File: config.mk
export PLATFORM = sky130hd
export DESIGN_NAME = spi_mcp_master_flat
export DESIGN_NICKNAME = d
export VERILOG_FILES = /design/src/rtl/spi_mcp_master_if.sv /design/src/rtl/spi_mcp_master.sv /design/src/flat_wrapper.sv
export SDC_FILE = /design/constraint.sdc
export NUM_CORES = 1
export LEC_CHECK = 0
export CAP_MARGIN = 15
export CORE_MARGIN = 2
export CORE_UTILIZATION = 25
export CTS_BUF_LIST = sky130_fd_sc_hd__clkbuf_2 sky130_fd_sc_hd__clkbuf_4 sky130_fd_sc_hd__clkbuf_8
export CTS_CLUSTER_DIAMETER = 120
export CTS_CLUSTER_SIZE = 25
export DETAILED_ROUTE_END_ITERATION = 16
export HOLD_SLACK_MARGIN = 0.15
export SYNTH_ARGS = -nofsm -noshare
export SYNTH_HDL_FRONTEND = slang
export SYNTH_SLANG_ARGS = --single-unit
File: constraint.sdc
create_clock -name clk -period 4.78 [get_ports clk]
set_clock_uncertainty 0.2 [all_clocks]
set_input_delay 0.478 -clock clk [delete_from_list [all_inputs] [get_ports clk]]
set_output_delay 0.478 -clock clk [all_outputs]
set_load 0.05 [all_outputs]
File: src/rtl/spi_mcp_master_if.sv
// Command/status and SPI pin bundle for the MCP23S17-style SPI initiator.
// The master modport is the view taken by the initiator itself; the slave
// modport is the view of whatever drives commands and models the SPI sink.
interface spi_mcp_master_if;
    logic       start;
    logic       rw;
    logic [2:0] dev_addr;
    logic [7:0] reg_addr;
    logic [7:0] wdata;
    logic       busy;
    logic       done;
    logic [7:0] rdata;
    logic       sclk_o;
    logic       csn_o;
    logic       mosi_o;
    logic       miso_i;

    modport master (
        input  start, rw, dev_addr, reg_addr, wdata, miso_i,
        output busy, done, rdata, sclk_o, csn_o, mosi_o
    );

    modport slave (
        output start, rw, dev_addr, reg_addr, wdata, miso_i,
        input  busy, done, rdata, sclk_o, csn_o, mosi_o
    );
endinterface

File: src/rtl/spi_mcp_master.sv
// SPI mode-0 initiator issuing 24-bit MCP23S17 register frames:
// opcode {0100, A2..A0, R/W}, register address, data. On reads the third
// byte is captured from miso and presented on rdata at completion.
module spi_mcp_master #(
    parameter int CLK_DIV  = 4,
    parameter int CS_SETUP = 2,
    parameter int CS_HOLD  = 2,
    parameter int CS_IDLE  = 4
) (
    input  logic              clk,
    input  logic              rst,
    spi_mcp_master_if.master  bus
);

    generate
        if (CLK_DIV < 2) begin : g_bad_clk_div
            $error("spi_mcp_master: CLK_DIV must be >= 2");
        end
        if ((CS_SETUP < 1) || (CS_HOLD < 1) || (CS_IDLE < 1)) begin : g_bad_cs_timing
            $error("spi_mcp_master: CS_SETUP, CS_HOLD and CS_IDLE must be >= 1");
        end
    endgenerate

    localparam logic [15:0] SETUP_LAST = 16'(CS_SETUP - 1);
    localparam logic [15:0] DIV_LAST   = 16'(CLK_DIV - 1);
    localparam logic [15:0] HOLD_LAST  = 16'(CS_HOLD - 1);
    localparam logic [15:0] IDLE_LAST  = 16'(CS_IDLE - 1);

    // 48 SCLK edges per frame; the last one is a falling edge.
    localparam logic [5:0]  LAST_EDGE  = 6'd47;
    // Rising edges of byte 3 are edge numbers 32, 34, ... 46.
    localparam logic [5:0]  BYTE3_EDGE = 6'd32;

    typedef enum logic [2:0] {
        S_IDLE  = 3'd0,
        S_SETUP = 3'd1,
        S_SHIFT = 3'd2,
        S_HOLD  = 3'd3,
        S_GAP   = 3'd4
    } state_t;

    state_t      r_state;
    logic [15:0] r_cnt;
    logic [5:0]  r_edge;
    logic [22:0] r_frame;     // bits still to be shifted, MSB next
    logic [7:0]  r_rx;
    logic        r_rw;
    logic        r_busy;
    logic        r_done;
    logic [7:0]  r_rdata;
    logic        r_sclk;
    logic        r_csn;
    logic        r_mosi;

    logic [23:0] w_frame;

    assign w_frame = {4'b0100, bus.dev_addr, bus.rw, bus.reg_addr, bus.wdata};

    assign bus.busy   = r_busy;
    assign bus.done   = r_done;
    assign bus.rdata  = r_rdata;
    assign bus.sclk_o = r_sclk;
    assign bus.csn_o  = r_csn;
    assign bus.mosi_o = r_mosi;

    // Frame sequencer: chip-select timing, SCLK generation, shifting and completion.
    always_ff @(posedge clk or posedge rst) begin
        if (rst) begin
            r_state <= S_IDLE;
            r_cnt   <= 16'd0;
            r_edge  <= 6'd0;
            r_frame <= 23'd0;
            r_rx    <= 8'h00;
            r_rw    <= 1'b0;
            r_busy  <= 1'b0;
            r_done  <= 1'b0;
            r_rdata <= 8'h00;
            r_sclk  <= 1'b0;
            r_csn   <= 1'b1;
            r_mosi  <= 1'b0;
        end else begin
            r_done <= 1'b0;
            case (r_state)
                S_IDLE: begin
                    if (bus.start) begin
                        r_state <= S_SETUP;
                        r_cnt   <= 16'd0;
                        r_edge  <= 6'd0;
                        r_frame <= w_frame[22:0];
                        r_mosi  <= w_frame[23];
                        r_rw    <= bus.rw;
                        r_csn   <= 1'b0;
                        r_busy  <= 1'b1;
                    end
                end
                S_SETUP: begin
                    if (r_cnt == SETUP_LAST) begin
                        r_state <= S_SHIFT;
                        r_cnt   <= 16'd0;
                    end else begin
                        r_cnt <= r_cnt + 16'd1;
                    end
                end
                S_SHIFT: begin
                    if (r_cnt == DIV_LAST) begin
                        r_cnt  <= 16'd0;
                        r_edge <= r_edge + 6'd1;
                        if (!r_sclk) begin
                            // Rising edge: sink data has been stable since the previous fall.
                            r_sclk <= 1'b1;
                            if (r_rw && (r_edge >= BYTE3_EDGE)) begin
                                r_rx <= {r_rx[6:0], bus.miso_i};
                            end
                        end else begin
                            r_sclk <= 1'b0;
                            if (r_edge == LAST_EDGE) begin
                                // Last bit stays on mosi through the hold time.
                                r_state <= S_HOLD;
                            end else begin
                                r_mosi  <= r_frame[22];
                                r_frame <= {r_frame[21:0], 1'b0};
                            end
                        end
                    end else begin
                        r_cnt <= r_cnt + 16'd1;
                    end
                end
                S_HOLD: begin
                    if (r_cnt == HOLD_LAST) begin
                        r_state <= S_GAP;
                        r_cnt   <= 16'd0;
                        r_csn   <= 1'b1;
                        r_mosi  <= 1'b0;
                        r_done  <= 1'b1;
                        if (r_rw) begin
                            r_rdata <= r_rx;
                        end
                    end else begin
                        r_cnt <= r_cnt + 16'd1;
                    end
                end
                S_GAP: begin
                    if (r_cnt == IDLE_LAST) begin
                        r_state <= S_IDLE;
                        r_cnt   <= 16'd0;
                        r_busy  <= 1'b0;
                    end else begin
                        r_cnt <= r_cnt + 16'd1;
                    end
                end
                default: begin
                    r_state <= S_IDLE;
                    r_cnt   <= 16'd0;
                    r_sclk  <= 1'b0;
                    r_csn   <= 1'b1;
                    r_mosi  <= 1'b0;
                    r_busy  <= 1'b0;
                end
            endcase
        end
    end

endmodule

File: src/flat_wrapper.sv
// flat-port wrapper written by rule: the top's interface ports become plain ports
module spi_mcp_master_flat 
#(
    parameter int CLK_DIV  = 4,
    parameter int CS_SETUP = 2,
    parameter int CS_HOLD  = 2,
    parameter int CS_IDLE  = 4
)
  (clk, rst, bus_start, bus_rw, bus_dev_addr, bus_reg_addr, bus_wdata, bus_miso_i, bus_busy, bus_done, bus_rdata, bus_sclk_o, bus_csn_o, bus_mosi_o);
  spi_mcp_master_if bus_i ();
  input  logic clk;
  input  logic rst;
  input wire logic [$bits(bus_i.start)-1:0] bus_start;
  input wire logic [$bits(bus_i.rw)-1:0] bus_rw;
  input wire logic [$bits(bus_i.dev_addr)-1:0] bus_dev_addr;
  input wire logic [$bits(bus_i.reg_addr)-1:0] bus_reg_addr;
  input wire logic [$bits(bus_i.wdata)-1:0] bus_wdata;
  input wire logic [$bits(bus_i.miso_i)-1:0] bus_miso_i;
  output wire logic [$bits(bus_i.busy)-1:0] bus_busy;
  output wire logic [$bits(bus_i.done)-1:0] bus_done;
  output wire logic [$bits(bus_i.rdata)-1:0] bus_rdata;
  output wire logic [$bits(bus_i.sclk_o)-1:0] bus_sclk_o;
  output wire logic [$bits(bus_i.csn_o)-1:0] bus_csn_o;
  output wire logic [$bits(bus_i.mosi_o)-1:0] bus_mosi_o;
  assign bus_i.start = bus_start;
  assign bus_i.rw = bus_rw;
  assign bus_i.dev_addr = bus_dev_addr;
  assign bus_i.reg_addr = bus_reg_addr;
  assign bus_i.wdata = bus_wdata;
  assign bus_i.miso_i = bus_miso_i;
  assign bus_busy = bus_i.busy;
  assign bus_done = bus_i.done;
  assign bus_rdata = bus_i.rdata;
  assign bus_sclk_o = bus_i.sclk_o;
  assign bus_csn_o = bus_i.csn_o;
  assign bus_mosi_o = bus_i.mosi_o;
  spi_mcp_master #(.CLK_DIV(CLK_DIV), .CS_SETUP(CS_SETUP), .CS_HOLD(CS_HOLD), .CS_IDLE(CS_IDLE)) u_core (.clk(clk), .rst(rst), .bus(bus_i));
endmodule
==> out/results.ini, run 1 <==
[run_status]
status = completed

[synthesis]
synth-edff-count = 0
yosysTopAreaCell = dfrtp_1
synthArstFlopShare_pct = 100
synth.area.top_cells = dfrtp_1, nand2_1, nor2_1
syn-num-nets = 370
synth_top_area_share_pct = 51.2
ys_ff_latch = 70
synth_ff_type = dfrtp_1
yosysUniqueCellTypes = 47
ys_seq_area_share_pct = 52.0
avgSynthCellArea_sq_um = 9.86
synth.cell_area_sq_mm = 0.00337
netlist_instances = 342
yosysWarnings = 0

[drt]
first_pass_iters = 4
detail-route-antenna-nets = 0
drtIter0Drc = 144
drc = 0
via_count = 2552
vias_per_cell = 4.59
wl_per_cell_microns = 12.7
routed_wl_microns = 7090

[die]
die_width_microns = 120
ios = 37
start_util_pct = 25.6
core_sq_mm = 0.0132
die_h_microns = 120
dieArea_sq_mm = 0.0144
rows = 42

[place]
dpl.cell_count = 541
port_buffers = 36
hpwlAfterDp_microns = 4880
gp_congestion = 0.851

[worst_setup_path]
worst-path-max-fanout = 45
worst-endpoint-required_ns = 4.85
startpoint_type = register
crit_path_end_kind = register
critPathKind = register to register
worst-endpoint-arrival_ns = 3.17

[finish]
final_cell_mix = dfrtp_1, nand2_1, nor2_1
nets = 404
multi_input_area_sq_mm = 0.00151
num-fill-cells = 1381
syn2layout_area_growth_pct = 22.5
diodes = 0
ff_latch_area_sq_mm = 0.00175
final_cells = 556
final_common_cell = dfrtp_1
drive_gt1_share_pct = 13.2

[grt]
grt_pass1_wl_microns = 12400
grt_overflow = 0
grt_max_degree = 46
grt_use_total_pct = 10.8
grt_pass1_vias = 2505
antenna_found_initial = 0

[power]
ir_worst_vdd_mv = 0.300
leakagePower_nw = 1.80
finalPower_mw = 2.18
power.density_mw_per_mm2 = 529

[clock_network]
clock-sinks = 70
cts_tree = yes
worstSkewPairLatency_ns = 0.35
clk_path_buf_depth = 2
clk_pin_slew_ns = 0.07
cts_hold_buf = 0
htreeDepth = 3
cts_root_buffer = clkbuf_8
numCtsBuffers = 9
postCtsSetupBuffers = 0
post_cts_resized = 0

[timing]
hold_ws_ns = 0.302
rsz0062_at_grt = false
period_share_pct = 64.9
timing.fmax_mhz = 323
drv_slew = 0
fin_setup_tns_ns = 0
tightestPinTransition_ns = 0.949
period_minus_slack_ns = 3.10
max-slew-margin-rel_pct = 36.1
hold_viol = 0
setup_viol = 0

[flow_run]
maxCapViolCount = 0

[min_path]
hold_path.class = register to register

metal layers:
layer  share of wire [%]  wire, microns  global-route usage (%)  vias to the layer above
li1                    -              -                       -                     1244
met1                  49           3500                    14.4                     1245
met2                  44           3130                    16.2                       56
met3                 5.6            397                    4.42                        7
met4                0.92             65                    2.50                        0
met5                   0              0                       0                        -
power breakdown:
group          total, mW  internal [mW]  switching (mW)
registers          0.872          0.745           0.127
clock network      0.533          0.317           0.215
logic              0.778          0.294           0.484
total               2.18           1.36           0.826
layout make-up:
cell class              instances  area share, %
inverters                      10          0.909
flip-flops and latches         70           42.5
repair buffers                 40           9.46
clock buffers                  11           3.67
multi-input cells             245           36.5
well taps                     176           5.33
clock inverters                 4           1.70
kinds of logic (layout without fill, tap and decap cells):
group	count (synthesis)	in the layout	share of synthesized area [%]
DFF	70	70	52.0
xor gates and xnor gates	17	17	4.42
muxes	18	18	6.87
AOI/OAI and AO/OA	50	50	9.32
buffers and inverters	27	65	3.34
adders and majority gates	4	4	1.48
and+or+nand+nor	156	156	22.6
registers in the layout, indices dropped and copies added (netlist names):
signal,flops
u_core.r_rx,8
u_core.r_state,3
u_core.r_frame,23
u_core.r_edge,6
u_core.bus.busy,1
u_core.bus.csn_o,1
u_core.bus.mosi_o,1
u_core.r_rw,1
u_core.r_cnt,16
u_core.bus.rdata,8
u_core.bus.sclk_o,1
u_core.bus.done,1
critical path, stage by stage, from the launching register on:
cell and delay, ns:
dfrtp_1 0.43, ha_1 0.32, or4bb_1 0.50, nor4_1 0.73, o211a_1 0.22, buf_4 0.36, nor2_1 0.07, a31oi_1 0.17
final timing paths:
check	start	endpoint	slack [ns]	depth (start not counted)
setup / recovery	u_core.r_cnt[0]$_DFFE_PP0P_	u_core.r_frame[19]$_DFFE_PP0P_	1.68	7
max in group asynchronous	rst	u_core.bus.csn_o$_DFFE_PP1P_	3.01	3
hold / removal	u_core.bus.mosi_o$_DFFE_PP0P_	u_core.bus.mosi_o$_DFFE_PP0P_	0.30	1
setup reg to reg	u_core.r_cnt[0]$_DFFE_PP0P_	u_core.r_frame[19]$_DFFE_PP0P_	1.68	7
hold reg to reg	u_core.bus.mosi_o$_DFFE_PP0P_	u_core.bus.mosi_o$_DFFE_PP0P_	0.30	1
min in group asynchronous	rst	u_core.r_frame[13]$_DFFE_PP0P_	0.42	2
through the flow:
step / instance area, sq um / util [%] / setup WS, ns
CTS: 4130 / 31.3 / 1.70
finish: 4130 / 31.3 / 1.68
floorplan: 3370 / - / 2.00
global route: 4130 / 31.3 / 1.45
global placement: 3910 / 29.6 / 1.70
detailed placement: 3910 / 29.6 / 1.72
synth_stat cells, types with 4 or more instances:
| master | number |
|---|---|
| dfrtp_1 | 69 |
| nand2_1 | 54 |
| nor2_1 | 49 |
| a31oi_1 | 21 |
| clkbuf_1 | 13 |
| nand3_1 | 13 |
| o21ai_0 | 12 |
| xor2_1 | 11 |
| inv_1 | 10 |
| mux2_2 | 9 |
| mux2_4 | 8 |
| nand4_1 | 8 |
| a21oi_1 | 6 |
| xnor2_1 | 6 |
| ha_1 | 4 |
| nor4_1 | 4 |
Note: power is estimated with default switching activity, not from simulation.
==> run 2: changes to the inputs <==
==> constraint.sdc (replaced) <==
create_clock -name clk -period 2.7 [get_ports clk]
set_clock_uncertainty 0.2 [all_clocks]
set_input_delay 0.27 -clock clk [delete_from_list [all_inputs] [get_ports clk]]
set_output_delay 0.27 -clock clk [all_outputs]
set_load 0.05 [all_outputs]
==> run 2 against run 1 <==
Sequential share of layout area fell by 1.3 points. Critical path depth fell by 2. First-iteration DRC count rose by 17%. Maximum frequency rose by 20%. Sequential power rose by 75%. Clock power rose by 61%. Clock-buffer cell count fell by 2. Worst hold slack got worse by 0.024 ns. Final cell count rose by 2.9%. Total power rose by 78%. Largest power group unchanged.
==> out/results.ini, run 2 (synthesis results as in run 1) <==
[place]
dpl_cell_area_sq_mm = 0.00404
gp_congestion = 0.786
port_buffers = 36
hpwlAfterDp_microns = 5120
dpl.cell_count = 555

[finish]
fin_area_sq_mm = 0.00425
diodes = 0
final_util_pct = 32.3
largest_reg_flops = 23
final_cell_mix = dfrtp_1, nand2_1, nor2_1
top_register = u_core.r_frame
num-fill-cells = 1364
final_common_cell = dfrtp_1
nets = 419
drive_gt1_share_pct = 16.7
final_cells = 572
reg_top3 = u_core.r_frame x23, u_core.r_cnt x16
syn2layout_area_growth_pct = 26.2

[worst_setup_path]
timing.rr.end = u_core.r_rx[0]$_DFFE_PP0P_
worst-endpoint-arrival_ns = 2.61
startpoint_type = register
reg2reg_depth = 5
worst-path-max-fanout = 8
worst-endpoint-required_ns = 2.72
crit_path_end_kind = register
critPathKind = register to register
r2r_start = u_core.r_cnt[15]$_DFFE_PP0P_
rrSetupSlack_ns = 0.11

[timing]
tightestPinTransition_ns = 0.554
period_share_pct = 96.1
fin_setup_tns_ns = 0
rsz0062_at_grt = false
period_minus_slack_ns = 2.59
timing.fmax_mhz = 386
setup_viol = 0
max-slew-margin-rel_pct = 63.0
hold_viol = 0
drv_slew = 0

[clock_network]
cts_root_buffer = clkbuf_8
postCtsSetupBuffers = 0
worstSkewPairLatency_ns = 0.35
clk_pin_slew_ns = 0.09
clk_path_buf_depth = 2
numCtsBuffers = 9
htreeDepth = 3
cts_tree = yes
clock-sinks = 70

[die]
die_width_microns = 120
rows = 42
start_util_pct = 25.6
ios = 37
dieArea_sq_mm = 0.0144
die_h_microns = 120
core_sq_mm = 0.0132

[drt]
via_count = 2566
drc = 0
routed_wl_microns = 7270
wl_per_cell_microns = 12.7
vias_per_cell = 4.49
drtIter0Drc = 169
detail-route-antenna-nets = 0
first_pass_iters = 4

[min_path]
hold_depth = 3
min-delay-start = bus_reg_addr[1]
holdPathEnd = u_core.r_frame[9]$_DFFE_PP0P_
hold_path.class = primary input to register

[grt]
grt_max_degree = 46
grt_pass1_wl_microns = 12700
met1_usage_pct = 14.7
antenna_found_initial = 0
grt_use_met3_pct = 3.28
grt_use_total_pct = 11.1
grt_overflow = 0
grt.busiest_layer = met2
met2_usage_pct = 17.5
grt_pass1_vias = 2627

[power]
power.density_mw_per_mm2 = 912
leakagePower_nw = 1.86
ir_worst_vdd_mv = 0.365

[run_status]
status = completed

[flow_run]
maxCapViolCount = 0

run 2: repair_timing:
action	in CTS	in global routing
setup endpoints to repair	0	8
hold buffers	1	0
resized for setup	0	1
endpoints found under the hold margin	24	0
run 2: layout make-up:
| cell class | count | area [sq um] | area share (%) |
|---|---|---|---|
| repair buffers | 55 | 531 | 12.5 |
| clock inverters | 7 | 80.1 | 1.88 |
| inverters | 10 | 37.5 | 0.882 |
| multi-input cells | 245 | 1510 | 35.5 |
| well taps | 176 | 220 | 5.18 |
| flip-flops and latches | 70 | 1750 | 41.2 |
| clock buffers | 9 | 124 | 2.91 |
run 2: layer usage:
layer | routed length, microns | share of wire [%] | vias to the layer above
li1 | - | - | 1281
met1 | 3480 | 48 | 1234
met2 | 3400 | 47 | 49
met3 | 351 | 4.8 | 2
met4 | 29 | 0.40 | 0
met5 | 0 | 0 | -
run 2: how the worst max path moves through the flow:
stage | start | endpoint | cells after the start
2_1_floorplan | u_core.r_cnt[3]$_DFFE_PP0P_ | u_core.r_rx[0]$_DFFE_PP0P_ | 6
3_3_place_gp | u_core.r_cnt[8]$_DFFE_PP0P_ | u_core.r_rx[0]$_DFFE_PP0P_ | 5
3_5_place_dp | u_core.r_cnt[4]$_DFFE_PP0P_ | u_core.r_rx[5]$_DFFE_PP0P_ | 5
4_1_cts | u_core.r_cnt[8]$_DFFE_PP0P_ | u_core.r_rx[0]$_DFFE_PP0P_ | 5
5_1_grt | u_core.r_cnt[0]$_DFFE_PP0P_ | u_core.r_frame[14]$_DFFE_PP0P_ | 8
6_report | u_core.r_cnt[15]$_DFFE_PP0P_ | u_core.r_rx[0]$_DFFE_PP0P_ | 5
run 2: metrics by stage:
| step | power (mW) | hold WS, ns | worst slack, ns |
|---|---|---|---|
| floorplan | 2.58 | 0.187 | -0.0488 |
| global placement | 3.01 | 0.285 | 0.0925 |
| detailed placement | 3.05 | 0.298 | 0.0559 |
| CTS | 3.93 | 0.258 | 0.0284 |
| global route | 4.21 | 0.281 | 0.00167 |
| finish | 3.88 | 0.278 | 0.106 |
run 2: power breakdown:
| part | internal, mW | switching [mW] |
|---|---|---|
| clock network | 0.436 | 0.422 |
| logic | 0.601 | 0.888 |
| registers | 1.32 | 0.213 |
run 2: critical path, stage by stage, from the launching register on:
cell	delay [ns]
dfrtp_1	0.40
or4_4	0.57
nor4b_4	0.37
nand2_4	0.06
or4_4	0.53
mux2_4	0.33
==> run 3: changes to the inputs <==
--- a/config.mk
+++ b/config.mk
@@ -16,3 +16,4 @@
 export SYNTH_ARGS = -nofsm -noshare
 export SYNTH_HDL_FRONTEND = slang
 export SYNTH_SLANG_ARGS = --single-unit
+export TNS_END_PERCENT = 100
==> results of run 3 <==
Same layout as run 2: the final DEF is identical, and so are final timing and power.
